$ cat config.mk
export PLATFORM = sky130hd
export DESIGN_NAME = spi_controller_flat
export DESIGN_NICKNAME = d
export VERILOG_FILES = /design/src/rtl/spi_pkg.sv /design/src/rtl/spi_if.sv /design/src/rtl/spi_half_tick.sv /design/src/rtl/spi_controller.sv /design/src/flat_wrapper.sv
export SDC_FILE = /design/constraint.sdc
export NUM_CORES = 1
export LEC_CHECK = 0
export BUFFER_PORTS_ARGS = -buffer_cell sky130_fd_sc_hd__buf_2
export CORE_ASPECT_RATIO = 1.4
export CORE_UTILIZATION = 53
export CTS_CLUSTER_SIZE = 28
export DETAILED_ROUTE_END_ITERATION = 12
export GPL_ROUTABILITY_DRIVEN = 1
export PLACE_DENSITY = 0.82
export SLEW_MARGIN = 5
export SYNTH_ARGS = -nofsm -noshare
export SYNTH_HDL_FRONTEND = slang
export SYNTH_SLANG_ARGS = --single-unit
$ cat constraint.sdc
create_clock -name clk -period 2 [get_ports clk]
set_clock_uncertainty 0.2 [all_clocks]
set_input_delay 0.2 -clock clk [delete_from_list [all_inputs] [get_ports clk]]
set_output_delay 0.2 -clock clk [all_outputs]
set_load 0.05 [all_outputs]
$ cat src/rtl/spi_pkg.sv
// Shared SPI definitions: frame layout, peripheral register map and the
// controller state encoding, reused by both ends of the link.
package spi_pkg;

  localparam int SPI_FRAME_W   = 16;
  localparam int SPI_ADDR_W    = 7;
  localparam int SPI_DATA_W    = 8;
  localparam int SPI_WRITE_BIT = 15;

  localparam logic [SPI_ADDR_W-1:0] REG_EN_OUT_7_0  = 7'd0;
  localparam logic [SPI_ADDR_W-1:0] REG_EN_OUT_15_8 = 7'd1;
  localparam logic [SPI_ADDR_W-1:0] REG_EN_PWM_7_0  = 7'd2;
  localparam logic [SPI_ADDR_W-1:0] REG_EN_PWM_15_8 = 7'd3;
  localparam logic [SPI_ADDR_W-1:0] REG_PWM_DUTY    = 7'd4;
  localparam logic [SPI_ADDR_W-1:0] MAX_VALID_ADDR  = 7'd4;

  typedef enum logic [2:0] {
    IDLE,
    SETUP,
    SHIFT_HI,
    SHIFT_LO,
    HOLD,
    GAP
  } spi_state_e;

  // Write frame: write flag in the MSB, then address, then data.
  function automatic logic [SPI_FRAME_W-1:0] buildFrame(
    input logic [SPI_ADDR_W-1:0] addr,
    input logic [SPI_DATA_W-1:0] data
  );
    logic [SPI_FRAME_W-1:0] frame;
    frame                = {1'b0, addr, data};
    frame[SPI_WRITE_BIT] = 1'b1;
    return frame;
  endfunction

endpackage

$ cat src/rtl/spi_if.sv
// Request/response bus plus SPI pins of the controller. The requester
// uses the master modport, the controller the slave modport.
interface spi_if;
  import spi_pkg::*;

  logic                  start;
  logic [SPI_ADDR_W-1:0] addr;
  logic [SPI_DATA_W-1:0] wdata;
  logic                  ready;
  logic                  done;
  logic                  sclk;
  logic                  copi;
  logic                  ncs;

  modport master (
    output start, addr, wdata,
    input  ready, done, sclk, copi, ncs
  );

  modport slave (
    input  start, addr, wdata,
    output ready, done, sclk, copi, ncs
  );

endinterface

$ cat src/rtl/spi_half_tick.sv
// Half-period timer: an 8-bit down-counter that pulses tick_o on the last
// cycle of every SCLK half-period. load_i restarts a fresh half-period.
module spi_half_tick #(
  parameter int HALF_DIV = 4
) (
  input  logic clk,
  input  logic rst_n,
  input  logic load_i,
  input  logic en_i,
  output logic tick_o
);

  localparam logic [7:0] RELOAD = 8'(HALF_DIV - 1);

  logic [7:0] cnt_q;
  logic [7:0] cnt_d;

  assign tick_o = en_i && (cnt_q == 8'd0);

  // Next count: restart on load, otherwise count down and wrap on the tick.
  always_comb begin
    cnt_d = cnt_q;
    if (load_i) begin
      cnt_d = RELOAD;
    end else if (en_i) begin
      cnt_d = (cnt_q == 8'd0) ? RELOAD : cnt_q - 8'd1;
    end
  end

  // Counter register, cleared by reset.
  always_ff @(posedge clk or negedge rst_n) begin
    if (!rst_n) begin
      cnt_q <= 8'd0;
    end else begin
      cnt_q <= cnt_d;
    end
  end

endmodule

$ cat src/rtl/spi_controller.sv
// SPI mode-0 write-only controller: sends one 16-bit frame per accepted
// request, then keeps nCS high for a programmable gap before going idle.
module spi_controller
  import spi_pkg::*;
#(
  parameter int HALF_DIV   = 4,
  parameter int GAP_HALVES = 2
) (
  input  logic clk,
  input  logic rst_n,
  spi_if.slave bus
);

  localparam logic [3:0] GAP_LAST = 4'(GAP_HALVES - 1);

  spi_state_e             state_q;
  logic [SPI_FRAME_W-1:0] shreg_q;
  logic [4:0]             bitCnt_q;
  logic [3:0]             gapCnt_q;
  logic                   ready_q;
  logic                   done_q;
  logic                   sclk_q;
  logic                   copi_q;
  logic                   ncs_q;

  logic                   tick;
  logic                   accept;
  logic [SPI_FRAME_W-1:0] frameIn;

  assign accept  = (state_q == IDLE) && bus.start;
  assign frameIn = buildFrame(bus.addr, bus.wdata);

  spi_half_tick #(
    .HALF_DIV (HALF_DIV)
  ) u_half_tick (
    .clk    (clk),
    .rst_n  (rst_n),
    .load_i (accept),
    .en_i   (state_q != IDLE),
    .tick_o (tick)
  );

  assign bus.ready = ready_q;
  assign bus.done  = done_q;
  assign bus.sclk  = sclk_q;
  assign bus.copi  = copi_q;
  assign bus.ncs   = ncs_q;

  // Frame FSM with all pin and handshake outputs registered alongside the state.
  always_ff @(posedge clk or negedge rst_n) begin
    if (!rst_n) begin
      state_q  <= IDLE;
      shreg_q  <= '0;
      bitCnt_q <= 5'd0;
      gapCnt_q <= 4'd0;
      ready_q  <= 1'b1;
      done_q   <= 1'b0;
      sclk_q   <= 1'b0;
      copi_q   <= 1'b0;
      ncs_q    <= 1'b1;
    end else begin
      done_q <= 1'b0;
      case (state_q)
        IDLE: begin
          if (accept) begin
            state_q  <= SETUP;
            shreg_q  <= frameIn;
            bitCnt_q <= 5'd0;
            gapCnt_q <= 4'd0;
            ready_q  <= 1'b0;
            ncs_q    <= 1'b0;
            copi_q   <= frameIn[SPI_FRAME_W-1];
          end
        end
        SETUP: begin
          if (tick) begin
            state_q <= SHIFT_HI;
            sclk_q  <= 1'b1;
          end
        end
        SHIFT_HI: begin
          if (tick) begin
            sclk_q <= 1'b0;
            if (bitCnt_q == 5'd15) begin
              state_q  <= HOLD;
              bitCnt_q <= 5'd16;
            end else begin
              state_q  <= SHIFT_LO;
              bitCnt_q <= bitCnt_q + 5'd1;
              shreg_q  <= {shreg_q[SPI_FRAME_W-2:0], 1'b0};
              copi_q   <= shreg_q[SPI_FRAME_W-2];
            end
          end
        end
        SHIFT_LO: begin
          if (tick) begin
            state_q <= SHIFT_HI;
            sclk_q  <= 1'b1;
          end
        end
        HOLD: begin
          if (tick) begin
            state_q  <= GAP;
            ncs_q    <= 1'b1;
            copi_q   <= 1'b0;
            gapCnt_q <= 4'd0;
          end
        end
        GAP: begin
          if (tick) begin
            if (gapCnt_q == GAP_LAST) begin
              state_q  <= IDLE;
              gapCnt_q <= 4'd0;
              ready_q  <= 1'b1;
              done_q   <= 1'b1;
            end else begin
              gapCnt_q <= gapCnt_q + 4'd1;
            end
          end
        end
        default: begin
          state_q <= IDLE;
          ready_q <= 1'b1;
          sclk_q  <= 1'b0;
          copi_q  <= 1'b0;
          ncs_q   <= 1'b1;
        end
      endcase
    end
  end

endmodule
$ cat src/flat_wrapper.sv
// flat-port wrapper written by rule: the top's interface ports become plain ports
module spi_controller_flat import spi_pkg::*;
#(
  parameter int HALF_DIV   = 4,
  parameter int GAP_HALVES = 2
)
  (clk, rst_n, bus_start, bus_addr, bus_wdata, bus_ready, bus_done, bus_sclk, bus_copi, bus_ncs);
  spi_if bus_i ();
  input  logic clk;
  input  logic rst_n;
  input wire logic [$bits(bus_i.start)-1:0] bus_start;
  input wire logic [$bits(bus_i.addr)-1:0] bus_addr;
  input wire logic [$bits(bus_i.wdata)-1:0] bus_wdata;
  output wire logic [$bits(bus_i.ready)-1:0] bus_ready;
  output wire logic [$bits(bus_i.done)-1:0] bus_done;
  output wire logic [$bits(bus_i.sclk)-1:0] bus_sclk;
  output wire logic [$bits(bus_i.copi)-1:0] bus_copi;
  output wire logic [$bits(bus_i.ncs)-1:0] bus_ncs;
  assign bus_i.start = bus_start;
  assign bus_i.addr = bus_addr;
  assign bus_i.wdata = bus_wdata;
  assign bus_ready = bus_i.ready;
  assign bus_done = bus_i.done;
  assign bus_sclk = bus_i.sclk;
  assign bus_copi = bus_i.copi;
  assign bus_ncs = bus_i.ncs;
  spi_controller #(.HALF_DIV(HALF_DIV), .GAP_HALVES(GAP_HALVES)) u_core (.clk(clk), .rst_n(rst_n), .bus(bus_i));
endmodule
==> results of run 1 <==
## cell usage after synthesis, types with 5 or more instances
cell type  number  area share
a21oi_1        13       0.029
a2bb2oi_1      14       0.056
a31oi_1         6       0.017
buf_2           6       0.014
dfrtp_1        38        0.43
ha_1            6       0.034
inv_1           7       0.012
nand2_1         9       0.015
nand3_1         6       0.014
nor2_1         11       0.019
nor3_1          5       0.011
o21ai_0        11       0.025
o22ai_1        16       0.045
## per-stage QoR
| stage | std cells | hold WS [ns] | power, mW | setup slack (ns) | utilization |
|---|---|---|---|---|---|
| 2_1_floorplan | 215 | -0.296 | 2.41 | 0.00383 | - |
| 3_3_place_gp | 291 | -0.0342 | 2.89 | -0.0444 | 0.635 |
| 3_5_place_dp | 291 | -0.0314 | 2.94 | -0.0385 | 0.635 |
| 4_1_cts | 300 | 0.00414 | 3.50 | -0.0000600 | 0.661 |
| 5_1_grt | 304 | 0.0247 | 3.85 | -0.0891 | 0.697 |
| 6_report | 304 | -0.000249 | 3.64 | -0.00407 | 0.697 |
## worst min-delay path, cell delays in order
cell       delay (ns)
buf_2            0.07
a31oi_1          0.06
o2bb2ai_1        0.13
## worst paths after layout
check                                               start  slack, ns                             end
max                        u_core.bitCnt_q[0]$_DFFE_PN0P_     -0.004  u_core.bitCnt_q[3]$_DFFE_PN0P_
max reg2reg                u_core.bitCnt_q[0]$_DFFE_PN0P_     -0.004  u_core.bitCnt_q[3]$_DFFE_PN0P_
min in group asynchronous                           rst_n       0.18       u_core.bus.done$_DFF_PN0_
min                                          bus_wdata[0]    -0.0002   u_core.shreg_q[0]$_DFFE_PN0P_
max in group asynchronous                           rst_n       0.96  u_core.shreg_q[10]$_DFFE_PN0P_
min reg2reg                u_core.bitCnt_q[4]$_DFFE_PN0P_       0.28  u_core.bitCnt_q[4]$_DFFE_PN0P_
## cell usage in the layout, fill, tap and decap left out, types with 3 or more instances in the layout
master	n
nor3_1	3
nor2_1	11
o22ai_2	4
a31oi_1	6
o22ai_1	12
nand2b_1	4
inv_1	4
buf_4	24
nand2_1	9
dfrtp_1	38
a22o_1	3
buf_2	22
ha_1	5
o21ai_0	10
inv_2	3
buf_12	3
a21oi_1	13
a2bb2oi_1	13
nand3_1	6
nor2b_1	3
clkbuf_8	6
## kinds of logic after synthesis
family / Yosys count / share of synthesized area
buf+inv: 20 / 0.0493
simple gates: 61 / 0.177
mux: 2 / 0.00963
compound gates: 86 / 0.276
fa+ha+maj: 6 / 0.0340
flops: 40 / 0.454
## final cells by class
cell class                      instances  area [µm²]  share of cell area
Clock buffer                            6        82.6              0.0300
Inverter                                7        26.3             0.00954
Tap cell                               43        53.8              0.0195
Multi-Input combinational cell        156        1220               0.442
Sequential cell                        40        1000               0.364
Timing Repair Buffer                   50         360               0.131
Clock inverter                          2        10.0             0.00363
## where the power goes
group / internal [mW] / leakage [nW] / switching [mW] / total [mW]
sequential: 1.10 / 0.478 / 0.297 / 1.40
combinational: 0.829 / 0.633 / 0.863 / 1.69
clock: 0.275 / 0.0510 / 0.279 / 0.555
## metal layers
| layer | vias up | routed length, µm | share of wire |
|---|---|---|---|
| met4 | 0 | 111 | 0.022 |
| met3 | 8 | 245 | 0.047 |
| met2 | 49 | 2710 | 0.53 |
| met1 | 934 | 2090 | 0.41 |
| met5 | - | 0 | 0 |
| li1 | 919 | - | - |
## sequential cells by signal (all words and copies together), names as in the netlist
register,count
u_core.shreg_q,15
u_core.bus.sclk,1
u_core.gapCnt_q,4
u_core.u_half_tick.cnt_q,8
u_core.bus.done,1
u_core.state_q,3
u_core.bitCnt_q,5
u_core.bus.copi,1
u_core.bus.ncs,1
u_core.bus.ready,1
## what timing repair did
item                       in CTS  in global routing
pin swaps                       0                  7
hold buffers                    1                  0
setup buffers                   0                  3
gates cloned                    0                  1
setup endpoints to repair       2                 25
gates resized for setup         1                 20
hold endpoints to repair       31                  0
==> metrics, run 1 <==
first-pass GRT wire length=between 8000 and 9000 µm; grt total ovfl=0; die width=56.6 µm; ANT cells=0; layout cells sized above 1=0.341; met1 Use GR=0.293; clock sink count=40; Pleak=1.16 nW; failing checks=negative hold slack, negative setup slack; CP max stage cell=or4_1; Slew @ Worst Pin=between 0.5 and 0.6 ns; initial antenna violation count=0; Worst Path Required=2.03 ns; WL/cell=~17 µm; met3 Usage GRT=0.0511; DRC=0; MaxCap Viol Count=0; final slew viol count=0; #FFs+latches synth=40; Setup Crit Path Kind=flop to flop; CTS tree=yes; row count=27; DR iter-0 viols=76; final antenna-violating net count=0; Worst Hold Depth=3; vias in the first global route=1844; status=complete, but fails checks; GP Congestion=about 0.86; Cells after Synth=215; PwrDens=1320 mW/mm²; Setup WS post-layout=-0.00407 ns; Avg Cell Area, Syn=approximately 10 µm²; Top delay family on crit path=simple AND/OR/NAND/NOR gates; worst min path class=input port to flop; Worst VDD drop=0.00105 V; CP max stage delay=approximately 0.50 ns; EDFF count, synth=0; vias per cell=6.28; Top-Level Pins=23; Critical path buffers and inverters=1; DP Wirelength=roughly 3500 µm; count of buffers from port buffering=22; routed wire length=just over 5000 µm; period utilisation layout=1.00; buffer depth of the longest clock path=2; Worst-path clk slew=0.08 ns; die footprint=0.00443 mm²; FILL cells=approximately 300; final setup fails=1; Max transition margin=0.650; 1st-pass router iterations=4; fin nets=284; crit-path cells=ha_1 -> and3_4 -> ha_4 -> inv_2 -> nand3_2 -> or4_1 -> nand3_1; busiest grt layer=met2; height of the die=between 70 and 80 µm; Synthesized Nets=239; RSZ-0062 raised after global routing=yes; DR vias=roughly 1.9k; post-layout minimum cycle time=2.00 ns; Post-DP Area=0.00251 mm²; Synth async-reset ratio=1.00; Min Hold Slack=-0.000249 ns; r2r worst-path depth=7; Seq/Total Area, Yosys=0.454; Core Region=0.00395 mm²; ys flop type=dfrtp_1; largest net degree at the start of global routing=24; synth warn=0; Skew-Pair Late Insertion Delay=roughly 0.29 ns; CTS root buf=clkbuf_8; htree depth=2; Layout area overhead=24.7%; CTS Buf Count=5; Setup crit start kind=flop; Final Hold Fails=1; Levels on crit path=7; M2 GR Usage=0.401; post-route setup TNS=-0.00407 ns; Cell Area, Synth=about 0.0022 mm²; Max FO, Critical Path=4; f_max=0.499 GHz; Arr. time, crit path=2.04 ns; Total GRT Usage=0.239; Initial Util=0.559; number of distinct library cells after synthesis=56; Final Instance Area=0.00275 mm²; CP Capture Type=flop
Power figures use the tool's default switching activity.
==> run 2: changes to the inputs <==
Settings changed: SKIP_LAST_GASP from default to 1.
==> run 2 against run 1 <==
  * The run ends with negative hold slack left
  * First-iteration DRC count is 16% lower
  * Die area stayed put
  * Critical path depth unchanged
  * Sequential cell count unchanged
  * Register-to-register slack better by 0.02 ns
  * Sequential share of layout area increased by 0.15 points
  * Combinational power is essentially flat
  * Total power shrank 0.36%
  * Sequential power barely moved
  * Wire length decreased by 1.9%
  * Clock power barely moved
==> metrics, run 2 (synthesized netlist as in run 1, its figures left out) <==
crit-path cells=ha_1 -> and3_4 -> ha_4 -> inv_2 -> nand3_2 -> or4_1 -> nand3_1; Max FO, Critical Path=4 (unchanged); die footprint=0.00443 mm² (unchanged); die width=56.6 µm (unchanged); Min Hold Slack=-0.000102 ns (+0.000147 ns); MaxCap Viol Count=0 (unchanged); worst min path class=input port to flop; Final Hold Fails=1 (unchanged); Worst VDD drop=0.00105 V (+0.23%); Top delay family on crit path=simple AND/OR/NAND/NOR gates; htree depth=2 (unchanged); CTS Buf Count=5 (unchanged); CTS root buf=clkbuf_8; count of buffers from port buffering=22 (unchanged); Worst Path Required=2.04 ns (about the same); max reg flops=15 (unchanged); Setup Crit Path Kind=flop to flop; final slew viol count=0 (unchanged); fin nets=284 (unchanged); Pleak=1.16 nW (about the same); CP Capture Type=flop; Power Total=3.63 mW (-0.36%); layout cells sized above 1=0.337 (-0.00383); post-layout minimum cycle time=1.98 ns (-0.0243 ns); FILL cells=291 (-0.34%); failing checks=negative hold slack; Largest Register=u_core.shreg_q; Placed Cells incl. Taps=291 (unchanged); CP max stage delay=0.50 ns (about the same); Worst-path clk slew=0.08 ns (about the same); DR vias=1919 (+0.47%); Skew-Pair Late Insertion Delay=0.30 ns (about the same); Setup crit start kind=flop; GP Congestion=0.864 (unchanged); most frequent cells in the layout=dfrtp_1, buf_4, buf_2, a2bb2oi_1, a21oi_1; Critical path buffers and inverters=1 (unchanged); Slew @ Worst Pin=0.506 ns (-0.0135 ns); WL/cell=16.6 µm (-1.9%); ANT cells=0 (unchanged); Core Region=0.00395 mm² (unchanged); vias in the first global route=1844 (unchanged); height of the die=78.4 µm (unchanged); multi-input logic area=0.00121 mm² (-0.92%); commonest non-fill, non-tap cell in the layout=dfrtp_1; Total GRT Usage=0.239 (unchanged); largest net degree at the start of global routing=24 (unchanged); Arr. time, crit path=2.02 ns (-0.02 ns); CTS tree=yes; first-pass GRT wire length=8270 µm (unchanged); clock sink count=40 (unchanged); routed wire length=5060 µm (-1.9%); RSZ-0062 raised after global routing=yes; Post-Layout Cell Count=304 (unchanged); vias per cell=6.31 (+0.47%); Reg area=0.00100 mm² (unchanged); 1st-pass router iterations=4 (unchanged); Top Registers=u_core.shreg_q: 15 flops, u_core.u_half_tick.cnt_q: 8 flops, u_core.bitCnt_q: 5 flops; buffer depth of the longest clock path=2 (unchanged); row count=27 (unchanged); DR iter-0 viols=64 (-16%); status=complete, but fails checks; final antenna-violating net count=0 (unchanged); final setup fails=0 (-1); Layout area overhead=24.2%; Max transition margin=0.659 (+0.00912); Initial Util=0.559 (unchanged); grt total ovfl=0 (unchanged); period utilisation layout=0.990 (-0.0122); initial antenna violation count=0 (unchanged); Top-Level Pins=23 (unchanged); CP max stage cell=or4_1; Final Instance Area=0.00274 mm² (-0.41%); DRC=0 (unchanged); f_max=0.505 GHz (+1.2%); PwrDens=1320 mW/mm² (about the same); DP Wirelength=3550 µm (unchanged); Post-DP Area=0.00251 mm² (unchanged)
==> run 2: cell counts in the layout (fill, tap and decap cells not counted) <==
Identical to the previous run, type by type.
==> run 2: what timing repair did <==
item,in CTS,in global routing
pin swaps,0,7
hold buffers,1,0
gates cloned,0,1
endpoints found under the setup margin,2,25
buffers inserted,0,3
hold endpoints to repair,31,0
gates resized for setup,1,18
==> run 2: where the power goes <==
group	leakage (nW)	switching (mW)	total (mW)	internal [mW]
combinational	0.633	0.856	1.68	0.826
sequential	0.478	0.291	1.39	1.10
clock	0.0510	0.281	0.556	0.275
==> run 2: routing by layer <==
layer | wire length, µm | GRT usage
met5 | 0 | 0
met4 | 85 | 0.105
met3 | 178 | 0.0511
met2 | 2660 | 0.401
met1 | 2140 | 0.293
==> run 2: worst paths after layout <==
check | startpoint | cells past startpoint | to | slack, ns
hold reg to reg | u_core.bitCnt_q[4]$_DFFE_PN0P_ | 1 | u_core.bitCnt_q[4]$_DFFE_PN0P_ | 0.28
setup / recovery | u_core.bitCnt_q[0]$_DFFE_PN0P_ | 7 | u_core.bitCnt_q[3]$_DFFE_PN0P_ | 0.02
min in group asynchronous | rst_n | 2 | u_core.u_half_tick.cnt_q[5]$_DFFE_PN0P_ | 0.18
setup reg to reg | u_core.bitCnt_q[0]$_DFFE_PN0P_ | 7 | u_core.bitCnt_q[3]$_DFFE_PN0P_ | 0.02
max in group asynchronous | rst_n | 3 | u_core.shreg_q[14]$_DFFE_PN0P_ | 0.96
hold / removal | bus_wdata[0] | 3 | u_core.shreg_q[0]$_DFFE_PN0P_ | -0.0001
==> run 2: area by class of cell <==
class                      instances  share of cell area
tap                               43              0.0196
timing repair buffer              50               0.131
sequential                        40               0.366
clock inverter                     2             0.00365
clock buffer                       6              0.0301
inverter                           7             0.00958
multi-input combinational        156               0.440
==> run 2: per-stage QoR <==
stage | setup TNS [ns] | setup slack (ns) | util | hold WS (ns)
2_1_floorplan | 0 | 0.00383 | - | -0.296
3_3_place_gp | -0.0444 | -0.0444 | 0.635 | -0.0342
3_5_place_dp | -0.0385 | -0.0385 | 0.635 | -0.0314
4_1_cts | -0.0000600 | -0.0000600 | 0.661 | 0.00414
5_1_grt | -0.177 | -0.0853 | 0.694 | 0.0247
6_report | 0 | 0.0203 | 0.694 | -0.000102
==> run 2: worst min-delay path, delay by kind of cell <==
| kind | cells | cell delay [ns] |
|---|---|---|
| buffers and inverters | 1 | 0.07 |
| AOI/OAI and AO/OA | 2 | 0.19 |
==> run 3: changes to the inputs <==
Settings changed: ABC_AREA from default to 1, TNS_END_PERCENT from default to 100.
==> run 3 against run 2 <==
  * The run ends with design-rule violations left
  * Synthesized area grew 1.9%
  * Non-clock buffer count shrank 18
  * Global-route usage shrank 2.3 points
  * Sequential share of layout area grew 2.9 points
  * Worst hold slack gained 0.037 ns
  * Total power grew 3.5%
  * Sequential cell count is the same
  * Utilization shrank 5.7 points
  * Cell count grew 23%
  * Final area shrank 7.4%
  * Largest cell class unchanged
==> metrics, run 3 <==
status=complete, but fails checks; failing checks=design-rule violations; area leader, netlist=dfrtp_1; initial antenna violation count=0 (unchanged); most common cell in the netlist=nand2_1; Comb pwr share=0.484 (+0.020); most frequent cells in the layout=nand2_1, dfrtp_1, nand3_1, inv_1, buf_2; #FFs+latches synth=40 (unchanged); row count=27 (unchanged); CP endpoint=u_core.shreg_q[2]$_DFFE_PN0P_; WL/cell=11.6 µm (-30%); Initial Util=0.564 (+0.00562); Worst Path Required=2.03 ns (about the same); Net Sw Power=1.67 mW (+17%); R2R setup slack=0.14 ns (+0.12 ns); ys flop type=dfrtp_1; htree depth=2 (unchanged); ANT cells=0 (unchanged); Placed Cells incl. Taps=362 (+24%); buffer depth of the longest clock path=2 (unchanged); Cells after Synth=298 (+39%); Layout area overhead=12.9%; DRC=2 (+2); Yosys top cell area share=0.423 (-0.00790); Post-Layout Cell Count=373 (+23%); Critical path buffers and inverters=3 (+2); layout cells sized above 1=0.176 (-0.161); synth warn=0 (unchanged); final slew viol count=0 (unchanged); Max transition margin=0.660 (+0.000832); DP Wirelength=3060 µm (-14%); internal power=2.08 mW (-5.4%); CP max stage cell=dfrtp_1; Levels on crit path=11 (+4); first-pass GRT wire length=7600 µm (-8.2%); fin nets=353 (+24%); count of buffers from port buffering=22 (unchanged); routed wire length=4340 µm (-14%); Max FO, Critical Path=19 (+15); Synthesized Nets=322 (+35%); final antenna-violating net count=0 (unchanged); vias per cell=5.24 (-17%); worst slack, placed=0.157 ns (+0.196 ns); Worst-path clk slew=0.08 ns (about the same); RR Startpoint=u_core.u_half_tick.cnt_q[0]$_DFFE_PN0P_; CP max stage delay=0.39 ns (-0.11 ns); Top Registers=u_core.shreg_q: 15 flops, u_core.u_half_tick.cnt_q: 8 flops, u_core.bitCnt_q: 5 flops; Clock power frac=0.172 (+0.019); crit-path cells=inv_1 -> ha_1 -> nand2_1 -> inv_1 -> nand2_2 -> nand2_2 -> nand2_2 -> nor2_4 -> buf_6 -> nand3_1 -> nand2_1; Final Hold Fails=0 (-1); Slew @ Worst Pin=0.510 ns (+0.00410 ns); Setup crit start kind=flop; GP Congestion=0.841 (-2.6%); clock sink count=40 (unchanged); Worst VDD drop=0.000799 V (-24%); Setup Crit Path Kind=flop to flop; worst flop-to-flop path endpoint=u_core.shreg_q[2]$_DFFE_PN0P_; CTS Buf Count=5 (unchanged); CP Capture Type=flop; max reg flops=15 (unchanged); Avg Cell Area, Syn=7.55 µm² (-27%); Largest Register=u_core.shreg_q; die footprint=0.00451 mm² (+1.8%); Top delay family on crit path=simple AND/OR/NAND/NOR gates; post-layout minimum cycle time=1.86 ns (-0.123 ns); Setup WS post-layout=0.143 ns (+0.123 ns); Cell Area, Synth=0.00225 mm² (+1.9%); Top-Level Pins=23 (unchanged); EDFF count, synth=0 (unchanged); setup repair bufs after CTS=0 (unchanged); Power Total=3.75 mW (+3.5%); Seq/Total Area, Yosys=0.446 (-0.00834); CTS root buf=clkbuf_8; Core Region=0.00399 mm² (+0.85%); worst min path class=input port to flop; Skew-Pair Late Insertion Delay=0.29 ns (about the same); PwrDens=1480 mW/mm² (+12%); vias in the first global route=1863 (+1.0%); crit path from=u_core.u_half_tick.cnt_q[0]$_DFFE_PN0P_; sequential share of power=0.345 (-0.038); largest net degree at the start of global routing=41 (+71%); die width=57.1 µm (+0.89%); Arr. time, crit path=1.89 ns (-0.13 ns); Commonest cells post-synth=nand2_1, dfrtp_1, nand3_1; RSZ-0062 raised after global routing=yes; commonest non-fill, non-tap cell in the layout=nand2_1; final setup fails=0 (unchanged); DR iter-0 viols=64 (unchanged); period utilisation layout=0.928 (-0.0615); CTS tree=yes; grt total ovfl=0 (unchanged); Total GRT Usage=0.216 (-0.0228); height of the die=79.1 µm (+0.91%); number of distinct library cells after synthesis=27 (-52%); Pleak=1.39 nW (+20%); r2r worst-path depth=11 (+4); top cells by area, synth=dfrtp_1, nand2_1, nand3_1, inv_1, o21ai_0; 1st-pass router iterations=8 (+4); most frequent CP cell=nand2_2; MaxCap Viol Count=0 (unchanged); Switching Share=0.446 (+0.0519); Synth async-reset ratio=1.00 (unchanged); f_max=0.539 GHz (+6.6%); DR vias=1954 (+1.8%); post-route setup TNS=0 ns (unchanged)
## run 3: cell count changes in the layout (fill, tap and decap cells not counted), sizes merged, moves of 7 or more
cell,delta
nand2,+120
buf,-20
inv,+20
nand3,+18
a2bb2oi,-14
o22ai,-12
a21oi,-11
a31oi,-7
o21ai,+7
xor2,+7
## run 3: worst min path at each step
stage | startpoint | to | slack [ns] | cells after the start
after floorplan | rst_n | u_core.bitCnt_q[0]$_DFFE_PN0P_ | -0.30 | 0
after global placement | rst_n | u_core.u_half_tick.cnt_q[5]$_DFFE_PN0P_ | 0.09 | 2
after detailed placement | rst_n | u_core.u_half_tick.cnt_q[5]$_DFFE_PN0P_ | 0.09 | 2
after CTS | bus_addr[2] | u_core.shreg_q[10]$_DFFE_PN0P_ | 0.03 | 5
after global routing | bus_wdata[5] | u_core.shreg_q[5]$_DFFE_PN0P_ | 0.05 | 5
final | bus_wdata[1] | u_core.shreg_q[1]$_DFFE_PN0P_ | 0.04 | 5
## run 3: kinds of logic after synthesis
family,synth area share
flip-flops,0.446
AO/OA/AOI/OAI,0.0656
adder cells (fa/ha/maj),0.0334
AND/OR/NAND/NOR,0.344
XOR/XNOR,0.0311
buffers and inverters,0.0795
## run 3: area by class of cell
| class | instances | area (µm²) |
|---|---|---|
| Clock buffer | 6 | 72.6 |
| Clock inverter | 2 | 35.0 |
| Fill cell | 369 | 1450 |
| Inverter | 27 | 101 |
| Multi-Input combinational cell | 223 | 1080 |
| Sequential cell | 40 | 1000 |
| Tap cell | 43 | 53.8 |
| Timing Repair Buffer | 32 | 196 |
## run 3: worst reg2reg max path: stages, from the launching register on
cell     delay [ns]
dfrtp_1        0.39
inv_1          0.10
ha_1           0.16
nand2_1        0.07
inv_1          0.07
nand2_2        0.13
nand2_2        0.13
nand2_2        0.07
nor2_4         0.13
buf_6          0.19
nand3_1        0.10
nand2_1        0.08
## run 3: metal layers
metal  global-route usage  share of wire  vias up
li1                     -              -      998
met1                0.247           0.44      897
met2                0.381           0.50       47
met3               0.0391          0.035       12
met4                0.110          0.027        0
met5                    0              0        -
## run 3: power by group through the flow
stage                     Combinational (mW)  Sequential [mW]  Clock [mW]
after floorplan                         1.39             1.37           0
after global placement                  1.74             1.29           0
after detailed placement                1.78             1.30           0
after CTS                               1.79             1.29       0.660
after global routing                    2.08             1.33       0.686
final                                   1.82             1.29       0.645
## run 3: what timing repair did
item	CTS	global route
hold buffers	3	0
endpoints found under the hold margin	40	0
setup endpoints to repair	0	6
resized for setup	0	4
## run 3: stage by stage
stage          hold slack [ns]  area, µm²  utilization
3_5_place_dp            0.0895       2390        0.599
4_1_cts                 0.0292       2530        0.634
5_1_grt                 0.0534       2540        0.637
2_1_floorplan           -0.296       2250            -
3_3_place_gp            0.0897       2390        0.599
6_report                0.0373       2540        0.637
